## src/rtl/paridade_tx.sv

```systemverilog
// Parity-protected 5-bit word transmitter: presents the word and its parity bit
// as registered parallel outputs and shifts them out as a start/6-bit/stop frame.
module paridade_tx #(
  parameter bit          ODD_PARITY = 1'b0,
  parameter int unsigned BIT_CYCLES = 1,
  parameter int unsigned MAX_VALUE  = 19
) (
  input  logic       clk,
  input  logic       rst,
  input  logic [4:0] din,
  input  logic       din_valid,
  output logic       din_ready,
  output logic       b1,
  output logic       b2,
  output logic       b3,
  output logic       b4,
  output logic       b5,
  output logic       b_par,
  output logic       word_valid,
  output logic       err_range,
  output logic       tx,
  output logic       busy
);

  localparam int unsigned   CW       = (BIT_CYCLES > 1) ? $clog2(BIT_CYCLES) : 1;
  localparam logic [CW-1:0] CNT_LAST = CW'(BIT_CYCLES - 1);

  localparam logic [1:0] S_IDLE  = 2'd0;
  localparam logic [1:0] S_START = 2'd1;
  localparam logic [1:0] S_DATA  = 2'd2;
  localparam logic [1:0] S_STOP  = 2'd3;

  logic [1:0]    state;
  logic [CW-1:0] cyc_cnt;
  logic [2:0]    bit_idx;
  logic [5:0]    shreg;
  logic          bit_end;
  logic          in_range;
  logic          din_par;
  logic          offer;

  always_comb begin
    bit_end  = (cyc_cnt == CNT_LAST);
    in_range = (32'(din) <= MAX_VALUE);
    din_par  = (^din) ^ ODD_PARITY;
    // The last stop-bit cycle also takes a word so frames can run back-to-back
    // without an idle cycle between them.
    offer    = din_valid && (((state == S_IDLE) && din_ready) ||
                             ((state == S_STOP) && bit_end));
  end

  always_ff @(posedge clk or posedge rst) begin
    if (rst) begin
      state      <= S_IDLE;
      cyc_cnt    <= '0;
      bit_idx    <= '0;
      shreg      <= '0;
      tx         <= 1'b1;
      b1         <= 1'b0;
      b2         <= 1'b0;
      b3         <= 1'b0;
      b4         <= 1'b0;
      b5         <= 1'b0;
      b_par      <= ODD_PARITY;
      word_valid <= 1'b0;
      err_range  <= 1'b0;
      busy       <= 1'b0;
      din_ready  <= 1'b0;
    end else begin
      word_valid <= 1'b0;
      err_range  <= 1'b0;
      if (offer && in_range) begin
        {b1, b2, b3, b4, b5} <= din;
        b_par      <= din_par;
        word_valid <= 1'b1;
        shreg      <= {din, din_par};
        state      <= S_START;
        cyc_cnt    <= '0;
        bit_idx    <= '0;
        tx         <= 1'b0;
        busy       <= 1'b1;
        din_ready  <= 1'b0;
      end else begin
        if (offer) err_range <= 1'b1;
        if (state != S_IDLE) cyc_cnt <= bit_end ? '0 : cyc_cnt + 1'b1;
        case (state)
          S_IDLE: din_ready <= 1'b1;
          S_START: begin
            if (bit_end) begin
              state   <= S_DATA;
              bit_idx <= '0;
              tx      <= shreg[5];
            end
          end
          S_DATA: begin
            if (bit_end) begin
              if (bit_idx == 3'd5) begin
                state <= S_STOP;
                tx    <= 1'b1;
              end else begin
                bit_idx <= bit_idx + 3'd1;
                tx      <= shreg[4];
                shreg   <= {shreg[4:0], 1'b0};
              end
            end
          end
          default: begin
            if (bit_end) begin
              state     <= S_IDLE;
              busy      <= 1'b0;
              din_ready <= 1'b1;
            end
          end
        endcase
      end
    end
  end

endmodule

```

## config.mk

```make
export PLATFORM = sky130hd
export DESIGN_NAME = paridade_tx
export DESIGN_NICKNAME = d
export VERILOG_FILES = /design/src/rtl/paridade_tx.sv
export SDC_FILE = /design/constraint.sdc
export NUM_CORES = 1
export LEC_CHECK = 0
export ABC_AREA = 1
export CORE_MARGIN = 4
export CORE_UTILIZATION = 30
export CTS_BUF_LIST = sky130_fd_sc_hd__clkbuf_8 sky130_fd_sc_hd__clkbuf_16
export CTS_CLUSTER_DIAMETER = 120
export DETAILED_ROUTE_END_ITERATION = 10
export PLACE_DENSITY_LB_ADDON = 0.08
export RECOVER_POWER = 25
export SYNTH_ARGS = -nofsm -noshare
export SYNTH_HDL_FRONTEND = slang
export SYNTH_SLANG_ARGS = --single-unit
```

## constraint.sdc

```tcl
create_clock -name clk -period 1.7 [get_ports clk]
set_input_delay 0.17 -clock clk [delete_from_list [all_inputs] [get_ports clk]]
set_output_delay 0.17 -clock clk [all_outputs]
set_load 0.01 [all_outputs]
```

==> results.json <==
{
  "setup_viol": 0,
  "holdPathStages": 2,
  "p_leak_nw": 0.787,
  "hp-start": "b_par",
  "worstMarginPinSlew_ps": 1220,
  "synth_seq_cells": 22,
  "clk_pin_slew_ps": 90,
  "cts_tree": "yes",
  "r2r-start": "state[0]",
  "initial_core_util": 0.314,
  "grt_max_degree": 23,
  "drive_gt1_frac": 0.114,
  "max_stage_delay_ps": 410,
  "avgSynthCellArea_um2": 8.70,
  "holdWs_ps": 484,
  "min_to": "b_par",
  "finalCritPeriodShare": 0.913,
  "p_switching_mw": 0.926,
  "worstReg2RegEnd": "shreg[5]",
  "ctsLongestPathBuffers": 2,
  "mostFrequentLayoutCell": "nand2_1",
  "critPathCaptureType": "register",
  "fin_crit_ps": 1550,
  "boundaryPins": 19,
  "wl_per_cell_um": 11.5,
  "switching_share": 0.367,
  "grtUsageMet2": 0.159,
  "start_kind": "register",
  "cts_hold_buf": 0,
  "grt.busiest_layer": "met2",
  "layout_common_cells": "nand2_1 (38), dfrtp_1 (21), inv_1 (20)",
  "drv_cap": 0,
  "ant_nets": 0,
  "reg2reg_slack_ps": 150,
  "max-slew-margin-rel": 0.184,
  "drt_drc_violations_left": 0,
  "cpMaxStageDelayCell": "dfrtp_1",
  "grt.total_usage": 0.106,
  "drt_iter0_drc": 31,
  "cts_sinks": 22,
  "p_clk_frac": 0.196,
  "netlist_area_um2": 1160,
  "setup_tns_ps": 0,
  "finish.net_count": 175,
  "ctsHtreeMaxLevel": 1,
  "routabilityCongestion": 0.733,
  "antenna_found_initial": 0,
  "diodes": 0,
  "grt_pass1_wl_um": 4220,
  "crit_arrival_ps": 1700,
  "die_h_um": 70.1,
  "dr.pass1.iters": 4,
  "core_um2": 3690,
  "gr-total-overflow": 0,
  "seq_power_share": 0.343,
  "cts_root_buf": "clkbuf_8",
  "rows": 22,
  "slew_viol_final": 0,
  "cts_setup_buffers": 0,
  "drt-total-wl_um": 2360,
  "use_met3": 0.0259,
  "area.growth.synth_to_final_pct": 28.3,
  "vias_per_cell": 4.39,
  "status": "finished, final reports clean",
  "vias": 904,
  "crit_family": "flip-flops",
  "syn_inst": 133,
  "clock_latency_ps": 270,
  "die-area_um2": 4920,
  "fmax_ghz": 0.644,
  "crit_chain": "inv_1 -> ha_1 -> nand2_2 -> a21oi_4 -> nand2_4 -> buf_12 -> o211ai_1 -> nand2_1",
  "ir_worst_vdd_mv": 0.535,
  "critPathMaxFanout": 21,
  "crit_required_ps": 1850,
  "portBuffers": 18,
  "cts.repair.resized": 0,
  "synth.distinct_cells": 22,
  "finalClockSkew_ps": 9.86,
  "crit_buf_inv": 2,
  "numCtsBuffers": 3,
  "hold_violations": 0,
  "comb_power_share": 0.461,
  "final_core_util": 0.403,
  "crit_type": "reg2reg",
  "grt_use_met1": 0.145,
  "finalNonFillerCells": 206,
  "yosys_warnings": 0,
  "die_w_um": 70.1,
  "powerDensity_nw_per_um2": 1700,
  "rr_worst_depth": 8,
  "yosysSeqAreaShare": 0.477,
  "dp_cells": 202,
  "grt_pass1_vias": 893,
  "p_int_mw": 1.60,
  "dpl.hpwl_um": 1790,
  "min_path_type": "reg2reg",
  "rsz0062_at_grt": "false",
  "synth_fp_nets": 149
}
-- synth_stat cells (all sizes together) --
| cell type | count | share of area |
|---|---|---|
| dfstp | 1 | 0.023 |
| or2 | 1 | 0.0054 |
| nor2 | 7 | 0.023 |
| nand4 | 4 | 0.022 |
| dfrtp | 21 | 0.45 |
| inv | 21 | 0.068 |
| xor2 | 2 | 0.015 |
| buf | 2 | 0.026 |
| ha | 8 | 0.086 |
| nand2 | 41 | 0.14 |
| clkbuf | 1 | 0.0065 |
| a21oi | 3 | 0.026 |
| o211ai | 3 | 0.024 |
| o21ai | 2 | 0.0086 |
| nand3 | 16 | 0.069 |
-- kinds of logic after synthesis --
family,Yosys count,synth area share
compound gates,8,0.0584
xor+xnor,2,0.0151
fa+ha+maj,8,0.0865
buf+inv,24,0.101
flops,22,0.477
simple gates,69,0.263
-- layer usage --
layer / share of wire / up-vias
li1: - / 464
met3: 0.043 / 4
met1: 0.50 / 418
met2: 0.44 / 18
met4: 0.013 / 0
met5: 0 / -
-- power groups by stage --
stage	Sequential (mW)	Clock (mW)	Combinational [mW]
2_1_floorplan	0.910	0	0.716
3_3_place_gp	0.878	0	1.18
3_5_place_dp	0.879	0	1.18
4_1_cts	0.867	0.508	1.19
5_1_grt	0.892	0.535	1.33
6_report	0.864	0.495	1.16
-- per-stage QoR --
step / area, um2 / setup WS [ps] / total power, mW
2_1_floorplan: 1160 / 309 / 1.63
6_report: 1490 / 148 / 2.52
3_3_place_gp: 1420 / 76.1 / 2.06
5_1_grt: 1490 / 8.14 / 2.76
3_5_place_dp: 1420 / 59.9 / 2.06
4_1_cts: 1490 / 141 / 2.57
-- area by class of cell --
| cell class | instances | area [um2] |
|---|---|---|
| fill | 403 | 2200 |
| sequential | 22 | 552 |
| multi-input combinational | 87 | 489 |
| timing repair buffer | 24 | 234 |
| inverter | 21 | 78.8 |
| tap | 48 | 60.1 |
| clock buffer | 3 | 41.3 |
| clock inverter | 1 | 30.0 |
-- sequential cells by signal, indices dropped and copies added (netlist names) --
register,flops
b2,1
state,2
b3,1
din_ready,1
b_par,1
b5,1
word_valid,1
shreg,6
b1,1
b4,1
bit_idx,3
busy,1
tx,1
err_range,1
-- worst max path at each step --
stage,start,end,slack (ps),cells after the start
6_report,state[0],shreg[5],150,8
5_1_grt,state[0],shreg[5],8,8
4_1_cts,state[0],shreg[5],140,8
3_5_place_dp,din[3],b_par,60,9
3_3_place_gp,din[3],shreg[4],80,9
2_1_floorplan,state[0],bit_idx[1],310,8
-- worst min-delay path: cells and delay by family, from the launching register on --
kind / cells / cell delay [ps]
AND/OR/NAND/NOR: 2 / 110
flip-flops: 1 / 350
(Power assumes the default switching activity.)
